`config.mk`:
```
export PLATFORM = sky130hd
export DESIGN_NAME = iir_sos_sequencer
export DESIGN_NICKNAME = d
export VERILOG_FILES = /design/src/rtl/iir_pkg.sv /design/src/rtl/iir_scale_regfile.sv /design/src/rtl/iir_sos_sequencer.sv
export SDC_FILE = /design/constraint.sdc
export NUM_CORES = 1
export LEC_CHECK = 0
export ABC_AREA = 1
export BUFFER_PORTS_ARGS = -buffer_cell sky130_fd_sc_hd__buf_4
export CORE_ASPECT_RATIO = 0.5
export CORE_MARGIN = 8
export CORE_UTILIZATION = 59
export DETAILED_ROUTE_END_ITERATION = 8
export GPL_TIMING_DRIVEN = 0
export HOLD_SLACK_MARGIN = 0.05
export PLACE_DENSITY = 0.81
export RECOVER_POWER = 25
export REMOVE_ABC_BUFFERS = 1
export SLEW_MARGIN = 40
export SYNTH_ARGS = -nofsm -noshare
export SYNTH_HDL_FRONTEND = slang
export SYNTH_HIERARCHICAL = 1
export SYNTH_SLANG_ARGS = --single-unit
export TNS_END_PERCENT = 100
```
`constraint.sdc`:
```
create_clock -name CLK -period 2.25 [get_ports CLK]
set_input_delay 0.45 -clock CLK [delete_from_list [all_inputs] [get_ports CLK]]
set_output_delay 0.45 -clock CLK [all_outputs]
set_load 0.03 [all_outputs]
```
`src/rtl/iir_pkg.sv`:
```
`default_nettype none
// +----------------------------------------------------------------------+
// | iir_pkg : shared encodings and helpers for the IIR SOS sequencer     |
// | Rev 1.0                                                              |
// +----------------------------------------------------------------------+
package iir_pkg;

    localparam logic [1:0] ST_IDLE  = 2'd0;
    localparam logic [1:0] ST_ISSUE = 2'd1;
    localparam logic [1:0] ST_WAIT  = 2'd2;
    localparam logic [1:0] ST_OUT   = 2'd3;

    typedef enum int {
        OVF_F0 = 0,
        OVF_F1 = 1,
        OVF_B0 = 2,
        OVF_B1 = 3
    } ovf_bit_e;

    localparam int OVF_W = int'(OVF_B1) + 1;

    // 1.0 in integer units; shifted left by the fraction width where used
    localparam int UNITY_SCALE = 1;

    function automatic int sec_width(input int n);
        return (n > 1) ? $clog2(n) : 1;
    endfunction

endpackage
`default_nettype wire

```
`src/rtl/iir_scale_regfile.sv`:
```
`default_nettype none
// +----------------------------------------------------------------------+
// | iir_scale_regfile : per-section scale coefficients, sync write,      |
// | async read, reset to unity. Rev 1.0                                  |
// +----------------------------------------------------------------------+
module iir_scale_regfile
    import iir_pkg::*;
#(
    parameter int             NUMBER      = 4,
    parameter int             SW          = sec_width(NUMBER),
    parameter int             DW          = 16,
    parameter logic [DW-1:0]  RESET_VALUE = '0
) (
    input  logic          CLK,
    input  logic          Reset,
    input  logic          we,
    input  logic [SW-1:0] waddr,
    input  logic [DW-1:0] wdata,
    input  logic [SW-1:0] raddr,
    output logic [DW-1:0] rdata
);

    logic [DW-1:0] r_regs [NUMBER];

    always_ff @(posedge CLK or posedge Reset) begin
        if (Reset) begin
            for (int i = 0; i < NUMBER; i++) begin
                r_regs[i] <= RESET_VALUE;
            end
        end else if (we && (32'(waddr) < NUMBER)) begin
            r_regs[waddr] <= wdata;
        end
    end

    assign rdata = (32'(raddr) < NUMBER) ? r_regs[raddr] : '0;

endmodule
`default_nettype wire

```
`src/rtl/iir_sos_sequencer.sv`:
```
`default_nettype none
// +----------------------------------------------------------------------+
// | iir_sos_sequencer : runs NUMBER sections on one shared SOS engine    |
// | per input sample, collects sticky overflow flags. Rev 1.0            |
// +----------------------------------------------------------------------+
module iir_sos_sequencer
    import iir_pkg::*;
#(
    parameter int NUMBER  = 4,
    parameter int WIS     = 5,
    parameter int WFS     = 11,
    parameter int TMO_MAX = 15,
    localparam int SW     = sec_width(NUMBER),
    localparam int DW     = WIS + WFS
) (
    input  logic                  CLK,
    input  logic                  Reset,
    input  logic                  CE,
    input  logic                  in_valid,
    output logic                  in_ready,
    output logic                  eng_start,
    output logic [SW-1:0]         eng_sec,
    output logic [DW-1:0]         eng_scale,
    input  logic                  eng_done,
    input  logic [OVF_W-1:0]      eng_ovf,
    output logic                  out_valid,
    input  logic                  out_ready,
    input  logic                  cfg_we,
    input  logic [SW-1:0]         cfg_addr,
    input  logic [DW-1:0]         cfg_data,
    input  logic                  ovf_clr,
    output logic [OVF_W*NUMBER-1:0] ovf_sticky,
    output logic                  timeout
);

    localparam int            CW      = $clog2(TMO_MAX + 1);
    localparam logic [DW-1:0] C_UNITY = DW'(UNITY_SCALE) << WFS;

    logic [1:0]              r_state;
    logic [SW-1:0]           r_sec;
    logic [CW-1:0]           r_cnt;
    logic [DW-1:0]           r_scale;
    logic [OVF_W*NUMBER-1:0] r_sticky;
    logic                    r_timeout;

    logic                    w_in_idle;
    logic                    w_in_wait;
    logic                    w_done;
    logic                    w_last;
    logic [CW-1:0]           w_cnt_inc;
    logic                    w_tmo_hit;
    logic [SW-1:0]           w_next_sec;
    logic [DW-1:0]           w_rd_scale;
    logic [DW-1:0]           w_load_scale;
    logic [OVF_W*NUMBER-1:0] w_sticky_nxt;

    assign w_in_idle  = (r_state == ST_IDLE);
    assign w_in_wait  = (r_state == ST_WAIT);
    assign w_done     = CE & w_in_wait & eng_done;
    assign w_last     = (r_sec == SW'(NUMBER - 1));
    assign w_cnt_inc  = r_cnt + CW'(1);
    assign w_tmo_hit  = CE & w_in_wait & ~eng_done & (w_cnt_inc == CW'(TMO_MAX));
    assign w_next_sec = w_in_idle ? '0 : r_sec + SW'(1);

    iir_scale_regfile #(
        .NUMBER      (NUMBER),
        .SW          (SW),
        .DW          (DW),
        .RESET_VALUE (C_UNITY)
    ) u_regfile (
        .CLK   (CLK),
        .Reset (Reset),
        .we    (CE & cfg_we),
        .waddr (cfg_addr),
        .wdata (cfg_data),
        .raddr (w_next_sec),
        .rdata (w_rd_scale)
    );

    // A write landing on the same edge that enters ISSUE must be seen by that run
    assign w_load_scale = (CE && cfg_we && (cfg_addr == w_next_sec)) ? cfg_data : w_rd_scale;

    always_ff @(posedge CLK or posedge Reset) begin
        if (Reset) begin
            r_state <= ST_IDLE;
            r_sec   <= '0;
            r_cnt   <= '0;
            r_scale <= '0;
        end else if (CE) begin
            case (r_state)
                ST_IDLE: begin
                    if (in_valid) begin
                        r_state <= ST_ISSUE;
                        r_sec   <= '0;
                        r_scale <= w_load_scale;
                    end
                end
                ST_ISSUE: begin
                    r_state <= ST_WAIT;
                    r_cnt   <= '0;
                end
                ST_WAIT: begin
                    if (eng_done) begin
                        if (w_last) begin
                            r_state <= ST_OUT;
                        end else begin
                            r_state <= ST_ISSUE;
                            r_sec   <= w_next_sec;
                            r_scale <= w_load_scale;
                        end
                    end else if (w_tmo_hit) begin
                        r_state <= ST_IDLE;
                        r_sec   <= '0;
                    end else begin
                        r_cnt <= w_cnt_inc;
                    end
                end
                ST_OUT: begin
                    if (out_ready) begin
                        r_state <= ST_IDLE;
                    end
                end
                default: r_state <= ST_IDLE;
            endcase
        end
    end

    // The section being set this cycle survives a simultaneous clear
    always_comb begin
        w_sticky_nxt = r_sticky;
        for (int s = 0; s < NUMBER; s++) begin
            if (w_done && (r_sec == SW'(s))) begin
                w_sticky_nxt[OVF_W*s +: OVF_W] = r_sticky[OVF_W*s +: OVF_W] | eng_ovf;
            end else if (ovf_clr) begin
                w_sticky_nxt[OVF_W*s +: OVF_W] = '0;
            end
        end
    end

    always_ff @(posedge CLK or posedge Reset) begin
        if (Reset) begin
            r_sticky  <= '0;
            r_timeout <= 1'b0;
        end else if (CE) begin
            r_sticky <= w_sticky_nxt;
            if (w_tmo_hit) begin
                r_timeout <= 1'b1;
            end else if (ovf_clr) begin
                r_timeout <= 1'b0;
            end
        end
    end

    assign in_ready   = CE & w_in_idle;
    assign eng_start  = CE & (r_state == ST_ISSUE);
    assign out_valid  = (r_state == ST_OUT);
    assign eng_sec    = r_sec;
    assign eng_scale  = r_scale;
    assign ovf_sticky = r_sticky;
    assign timeout    = r_timeout;

endmodule
`default_nettype wire

```
=== Yosys cells after proc, flatten, opt, wreduce, memory -nomap -nowiden ===
Cells that the tools add are included.

* Register bits after elaboration: 105
* Latch bits: 0
* Memory bits (writable): 0
* Bits in read-only memories: 0
* Bits of input ports: 30
* Output and inout port bits: 38
* Word-level logic and storage cells: 105
* Memories: 0

* $add $sub $neg: 2
* Multipliers: 0
* Div/mod/pow operators: 0
* Magnitude comparators: 3
* Equal/unequal tests: 16
* Shift-type cells: 0
* Mux-type cells: 32
* Bitwise logic cells: 14
* Reduce and logical (&&, ||, !) cells: 25

{| class="wikitable"
|+ Operators by type and width
! operator !! number
|-
| two-way mux 16 bit || 7
|-
| bitwise mux 64 bit || 1
|-
| binary-select mux 16 bit (select 2 bit) || 1
|-
| demux 16 bit (select 2 bit) || 1
|-
| one-hot mux 16 bit (2 select lines) || 1
|-
| two-way mux 4 bit || 7
|-
| two-way mux 2 bit || 9
|-
| bitwise OR 4 bit || 4
|-
| nonzero test 2 bit || 7
|-
| inequality test 2 bit, second input constant || 5
|-
| AND reduction 2 bit || 5
|-
| AND reduction 5 bit || 2
|-
| equality test 2 bit, second input constant || 4
|-
| one-hot mux 2 bit (4 select lines) || 1
|-
| one-hot mux 4 bit (2 select lines) || 1
|-
| AND reduction 4 bit || 2
|-
| bitwise AND 1 bit || 7
|-
| logical AND 1 bit || 7
|-
| >= comparator 3 bit, second input constant || 2
|-
| inverter 2 -> 3 bit || 2
|-
| adder 4 x 1 -> 4 bit, second input constant || 1
|-
| equality test 2 x 1 -> 1 bit, second input constant || 2
|-
| equality test 4 bit, second input constant || 1
|-
| logical NOT 2 bit || 2
|-
| 9 further kinds || 10
|}

=== Depth between registers and ports, before layout ===
* Depth in word-level cells: 10
* Depth in mapped cells: 14
* Mapped depth without buffers: 12

=== Modules after synthesis ===
The synthesis kept the hierarchy.

{| class="wikitable"
|+ By module, submodules not included
! module !! times used !! cells an instance !! area each (um^2) !! sequential area each (um^2)
|-
| iir_scale_regfile || 1 || 471 || 3468.3 || 1606.5
|-
| iir_sos_sequencer || 1 || 307 || 2321.0 || 1026.0
|}

=== Least setup slack after synthesis ===
No wires, ideal clock.

* Path type: register to register
* Start point: register r_sec[0], in the netlist eng_sec[0]
* End point: register r_scale[10], in the netlist eng_scale[10]
* Setup time: 0.117 ns
* Data arrival time: 1.882 ns
* Data required time: 2.133 ns
* Slack: 0.251 ns
* Cell stages (with the launch flop): 14
* Buffers on the path: 2
* Clock period less this slack: 1.999 ns
* Path through: dfrtp_1 -> inv_1 -> ha_1 -> inv_1 -> nor2_4 -> buf_2 -> inv_1 -> buf_4 -> nand3_1 -> nand2_1 -> inv_1 -> nand2_1 -> nand3_1 -> nand2_1

* Word-level cells in the longest chain between the ends: 10
* Elaborated cells between the ends (all ways): 16
* Classes of those cells: 1 x add/sub; 3 x eq/ne; 9 x mux; 1 x bitwise; 2 x reduce/logical

{| class="wikitable"
|+ Ends and longest elaborated chain
! element !! line !! RTL
|-
| from (decl) || iir_sos_sequencer.sv:40 || <nowiki>logic [SW-1:0] r_sec;</nowiki>
|-
| from (signal assigned) || iir_sos_sequencer.sv:108 || <nowiki>r_sec <= w_next_sec;</nowiki>
|-
| adder 2 x 1 -> 2 bit (*) || iir_sos_sequencer.sv:63 || <nowiki>assign w_next_sec = w_in_idle ? '0 : r_sec + SW'(1);</nowiki>
|-
| two-way mux 2 bit (*) || iir_sos_sequencer.sv:63 ||
|-
| via w_next_sec[1] || iir_sos_sequencer.sv:52 || <nowiki>logic [SW-1:0] w_next_sec;</nowiki>
|-
| inverter 2 -> 3 bit (implied by the code) (*) || iir_scale_regfile.sv:35 || <nowiki>assign rdata = (32'(raddr) < NUMBER) ? r_regs[raddr] : '0;</nowiki>
|-
| binary-select mux 16 bit (select 2 bit) (*) || iir_scale_regfile.sv:35 ||
|-
| two-way mux 16 bit (implied by the code) (*) (2 in series) || iir_scale_regfile.sv:35 ||
|-
| via w_rd_scale[10] || iir_sos_sequencer.sv:53 || <nowiki>logic [DW-1:0] w_rd_scale;</nowiki>
|-
| two-way mux 16 bit (*) || iir_sos_sequencer.sv:81 || <nowiki>assign w_load_scale = (CE && cfg_we && (cfg_addr == w_next_sec)) ? cfg_data : w_rd_scale;</nowiki>
|-
| two-way mux 16 bit || iir_sos_sequencer.sv:104 || <nowiki>if (w_last) begin</nowiki>
|-
| two-way mux 16 bit || iir_sos_sequencer.sv:103 || <nowiki>if (eng_done) begin</nowiki>
|-
| one-hot mux 16 bit (2 select lines) (*) || iir_sos_sequencer.sv:90 || <nowiki>case (r_state)</nowiki>
|-
| to (signal assigned) || iir_sos_sequencer.sv:95 || <nowiki>r_scale <= w_load_scale;</nowiki>
|-
| to (signal assigned) || iir_sos_sequencer.sv:109 || <nowiki>r_scale <= w_load_scale;</nowiki>
|-
| to (decl) || iir_sos_sequencer.sv:42 || <nowiki>logic [DW-1:0] r_scale;</nowiki>
|}

Mark *: on every way through the listed nets, which the timed path passes. The rest lies on a longest branch. The select of a mux whose other input is x is not followed.
A chain may end at the register's enable or synchronous reset.

=== Final worst setup path ===
* Start point: register r_sec[0], in the netlist eng_sec[0]
* End point: register r_scale[15], in the netlist eng_scale[15]

* Word-level cells in the longest chain between the ends: 10
* Elaborated cells between the ends (all ways): 16
* Classes of those cells: 1 x add/sub; 3 x eq/ne; 9 x mux; 1 x bitwise; 2 x reduce/logical

{| class="wikitable"
|+ Ends and longest elaborated chain
! element !! line
|-
| adder 2 x 1 -> 2 bit (*) || iir_sos_sequencer.sv:63
|-
| two-way mux 2 bit (*) || iir_sos_sequencer.sv:63
|-
| via w_next_sec[1] || iir_sos_sequencer.sv:52
|-
| inverter 2 -> 3 bit (implied by the code) || iir_scale_regfile.sv:35
|-
| binary-select mux 16 bit (select 2 bit) || iir_scale_regfile.sv:35
|-
| two-way mux 16 bit (implied by the code) (2 in series) || iir_scale_regfile.sv:35
|-
| two-way mux 16 bit (*) || iir_sos_sequencer.sv:81
|-
| two-way mux 16 bit || iir_sos_sequencer.sv:104
|-
| two-way mux 16 bit || iir_sos_sequencer.sv:103
|-
| one-hot mux 16 bit (2 select lines) (*) || iir_sos_sequencer.sv:90
|}

Marks and branches as above.

==> summary.md <==
| Metric | Value |
|---|---|
| Startpoint Class | `flip-flop` |
| Placed insts | `between 900 and 1000` |
| Synth Warn # | `6` |
| Routed length per placed instance | `~15 µm` |
| Worst Setup Path Type | `reg2reg` |
| Logic pwr share | `0.440` |
| Synth Area in Adders | `0.0130` |
| Core Footprint | `roughly 9500 µm²` |
| FFs w/ async S/R, synth | `1.00` |
| Reg2Reg Launch Point | `eng_sec[0]$_DFFE_PP0P_` |
| First-pass GRT wire length | `~24000 µm` |
| Layout filler cell count | `slightly below 800` |
| Levels on crit path | `11` |
| Delay-heaviest family, CP | `simple AND/OR/NAND/NOR gates` |
| Antenna cell count | `0` |
| Skew-Pair Late Insertion Delay | `approximately 0.35 ns` |
| CTS Sinks | `between 100 and 150` |
| Net Sw Frac | `0.427` |
| CP Cell Sequence | `inv_1 > ha_1 > inv_1 > nor2_4 > nand2_1 > nand2_1 > nor2_4 > buf_4 > nand3_1 > nand3_1 > nand2_1` |
| Initial antenna violation count | `0` |
| Mapped Cells | `around 780` |
| Die height | `around 86 µm` |
| Crit-path slowest cell | `dfrtp_1` |
| Leak | `about 3.8 nW` |
| Post-synth cell types | `27` |
| Register area share after synthesis | `0.455` |
| PwrDens | `between 1000 and 1500 nW/µm²` |
| Final period util | `0.909` |
| Critical Path End Type | `flip-flop` |
| Number of synthesized flops with an enable pin | `0` |
| Post-synthesis compound-gate area fraction | `0.0389` |
| Post-detail-place hpwl | `9010 µm` |
| Max Slew Vio Count | `0` |
| Post-synthesis simple-gate area fraction | `0.352` |
| GRT Residual Overflow | `0` |
| DR vias/cell | `~5.2` |
| Vias in the first global route | `around 4900` |
| Top_reg_cell synth | `dfrtp_1` |
| Largest family of logic cells by synthesized area | `simple AND/OR/NAND/NOR gates` |
| Initial core utilization | `0.611` |
| Sequential Power Share | `0.338` |
| Max-slew headroom | `0.266` |
| PortBufs | `between 60 and 70` |
| Design Power | `0.00766 W` |
| Hold_ws | `roughly 0.35 ns` |
| Xor and xnor area share after synthesis | `0.00475` |
| Largest net degree at the start of global routing | `47` |
| Crit path largest cell delay | `around 0.45 ns` |
| Htree depth | `3` |
| VDD IR-drop max | `531 µV` |
| Die width | `between 150 and 200 µm` |
| Most frequent cells in the layout | `nand2_1 (270), inv_1 (132), dfrtp_1 (101)` |
| Worst r2r path cells | `11` |
| Worst reg2reg setup slack | `0.20 ns` |
| Layout Nets | `870` |
| Drt pass-1 iters | `5` |
| IO Count | `roughly 70` |
| Mapped Avg Cell Area | `7.44 µm²` |
| CTS tree | `yes` |
| #FFs+latches synth | `105` |
| Post-synthesis mux area share | `0` |
| Post-route core utilization | `0.703` |
| Setup crit end | `eng_scale[15]$_DFFE_PP0P_` |
| Slew at the pin closest to its max-slew limit | `1.10 ns` |
| Antenna-violating nets left | `0` |
| Worst-case clock skew | `between 0.003 and 0.004 ns` |
| Final hold violation count | `0` |
| Syn-to-layout area delta | `15.1%` |
| Die Area | `approximately 13000 µm²` |
| Unrepaired setup endpoints after global routing | `no` |
| Clock Tree Root | `clkbuf_16` |
| CTS clk-pin slew, worst paths | `around 0.07 ns` |
| Max Fclk | `between 400 and 500 MHz` |
| Critical Path RT | `2.49 ns` |
| Clock power frac | `0.222` |
| WP buf/inv | `3` |
| Layout cell share with drive strength beyond 1 | `0.168` |
| Cell Area, Synth | `~5800 µm²` |
| Worst path arrival time | `2.29 ns` |
| Commonest non-fill, non-tap cell in the layout | `nand2_1` |
| Most Frequent Cell on Critical Path | `nand2_1` |
| Cts bufs inserted | `9` |
| Core Rows | `25` |
| Maxcap violations | `0` |
| Design area | `between 6000 and 7000 µm²` |
| Drt total wl | `15000 µm` |
| Class of the worst hold path | `in2reg` |
| Net switching power | `approximately 0.0033 W` |
| Power Internal | `about 0.0044 W` |
| Final setup fails | `0` |
| Drc violations | `0` |
| Outcome | `finished, final reports clean` |
| Bufs on Longest Clock Path | `2` |
| Via count | `between 5000 and 6000` |
| RePlAce Congestion | `0.865` |
| Placed instance area | `approximately 6300 µm²` |
| Min Tclk post-route | `2.05 ns` |
| DR iter-0 viols | `490` |
| GRT Util Overall | `0.227` |
| CP max FO | `7` |
| Post-Layout Cell Count | `974` |
| Worst setup path startpoint | `eng_sec[0]$_DFFE_PP0P_` |
| R2R Path End | `eng_scale[15]$_DFFE_PP0P_` |
-- area by class of cell --
class                      instances  area, µm²  area share
sequential                       105       2630       0.395
multi-input combinational        496       2360       0.355
timing repair buffer              79        614      0.0922
inverter                         143        554      0.0832
clock buffer                       9        225      0.0338
tap                              135        169      0.0254
clock inverter                     7        101      0.0152
-- sequential cells by signal, indices dropped and copies added, names as in the netlist --
signal / count
r_state: 2
r_cnt: 4
ovf_sticky: 16
u_regfile/r_regs: 64
timeout: 1
eng_scale: 16
eng_sec: 2
-- worst min-delay path, cell delays in order --
cell     delay (ns)
buf_4          0.13
inv_1          0.06
o21ai_2        0.05
-- how the worst min path moves through the flow --
stage	startpoint	end	slack [ns]	cells past startpoint
after floorplan	u_regfile/r_regs[16]$_DFFE_PP0P_	u_regfile/r_regs[16]$_DFFE_PP0P_	0.44	2
after global placement	u_regfile/r_regs[59]$_DFFE_PP1P_	u_regfile/r_regs[59]$_DFFE_PP1P_	0.45	2
after detailed placement	Reset	eng_scale[13]$_DFFE_PP0P_	0.41	2
after CTS	cfg_data[11]	u_regfile/r_regs[11]$_DFFE_PP1P_	0.33	3
after global routing	cfg_data[11]	u_regfile/r_regs[59]$_DFFE_PP1P_	0.36	3
final	cfg_data[11]	u_regfile/r_regs[11]$_DFFE_PP1P_	0.35	3
-- repair_timing --
item / 4_1_cts / 5_1_grt
gates resized for setup: 2 / 2
hold buffers: 1 / 0
setup endpoints to repair: 16 / 10
hold endpoints to repair: 9 / 0
buffers inserted: 8 / 0
pin swaps: 2 / 0
-- cell families (layout without fill, tap and decap cells) --
family	after synthesis	count (layout)
xor gates and xnor gates	1	1
DFF	105	105
buffers and inverters	177	238
adders and majority gates	6	6
AOI/OAI and AO/OA	39	39
and+or+nand+nor	450	450
-- cells in the mapped netlist, types with 2 or more instances --
| library cell | count | area share |
|---|---|---|
| a21oi_1 | 21 | 0.018 |
| nor2_4 | 2 | 0.0039 |
| o21ai_2 | 7 | 0.011 |
| nand2_2 | 12 | 0.013 |
| nand3_1 | 91 | 0.079 |
| inv_1 | 137 | 0.089 |
| nand4_1 | 33 | 0.036 |
| dfrtp_1 | 101 | 0.44 |
| nand3_4 | 3 | 0.0091 |
| buf_6 | 8 | 0.016 |
| inv_2 | 5 | 0.0032 |
| nand2_4 | 3 | 0.0058 |
| nor2_8 | 2 | 0.0069 |
| nand2_1 | 270 | 0.18 |
| buf_4 | 6 | 0.0078 |
| dfstp_2 | 4 | 0.018 |
| nor2_1 | 31 | 0.020 |
| buf_2 | 19 | 0.016 |
| ha_1 | 6 | 0.013 |
| o21ai_1 | 10 | 0.0086 |
-- metrics by stage --
step                      TNS, ns  worst slack, ns
final                           0            0.204
after global routing            0           0.0592
after CTS                       0            0.119
after detailed placement    -6.71           -0.445
after global placement    -102.35            -1.14
after floorplan             -1.36          -0.0818
-- layer usage --
metal,vias to the layer above,wire [µm],GRT usage
met3,20,1360,0.0572
met4,0,212,0.0710
met5,-,0,0
met1,2353,6470,0.290
met2,225,6930,0.372
li1,2500,-,-
-- power by group through the flow --
stage | Combinational (W) | Clock [W] | Sequential [W]
final | 0.00337 | 0.00170 | 0.00259
after global routing | 0.00375 | 0.00181 | 0.00264
after CTS | 0.00335 | 0.00174 | 0.00259
after detailed placement | 0.00325 | 0 | 0.00261
after global placement | 0.00316 | 0 | 0.00260
after floorplan | 0.00197 | 0 | 0.00289
(Power assumes the default switching activity.)
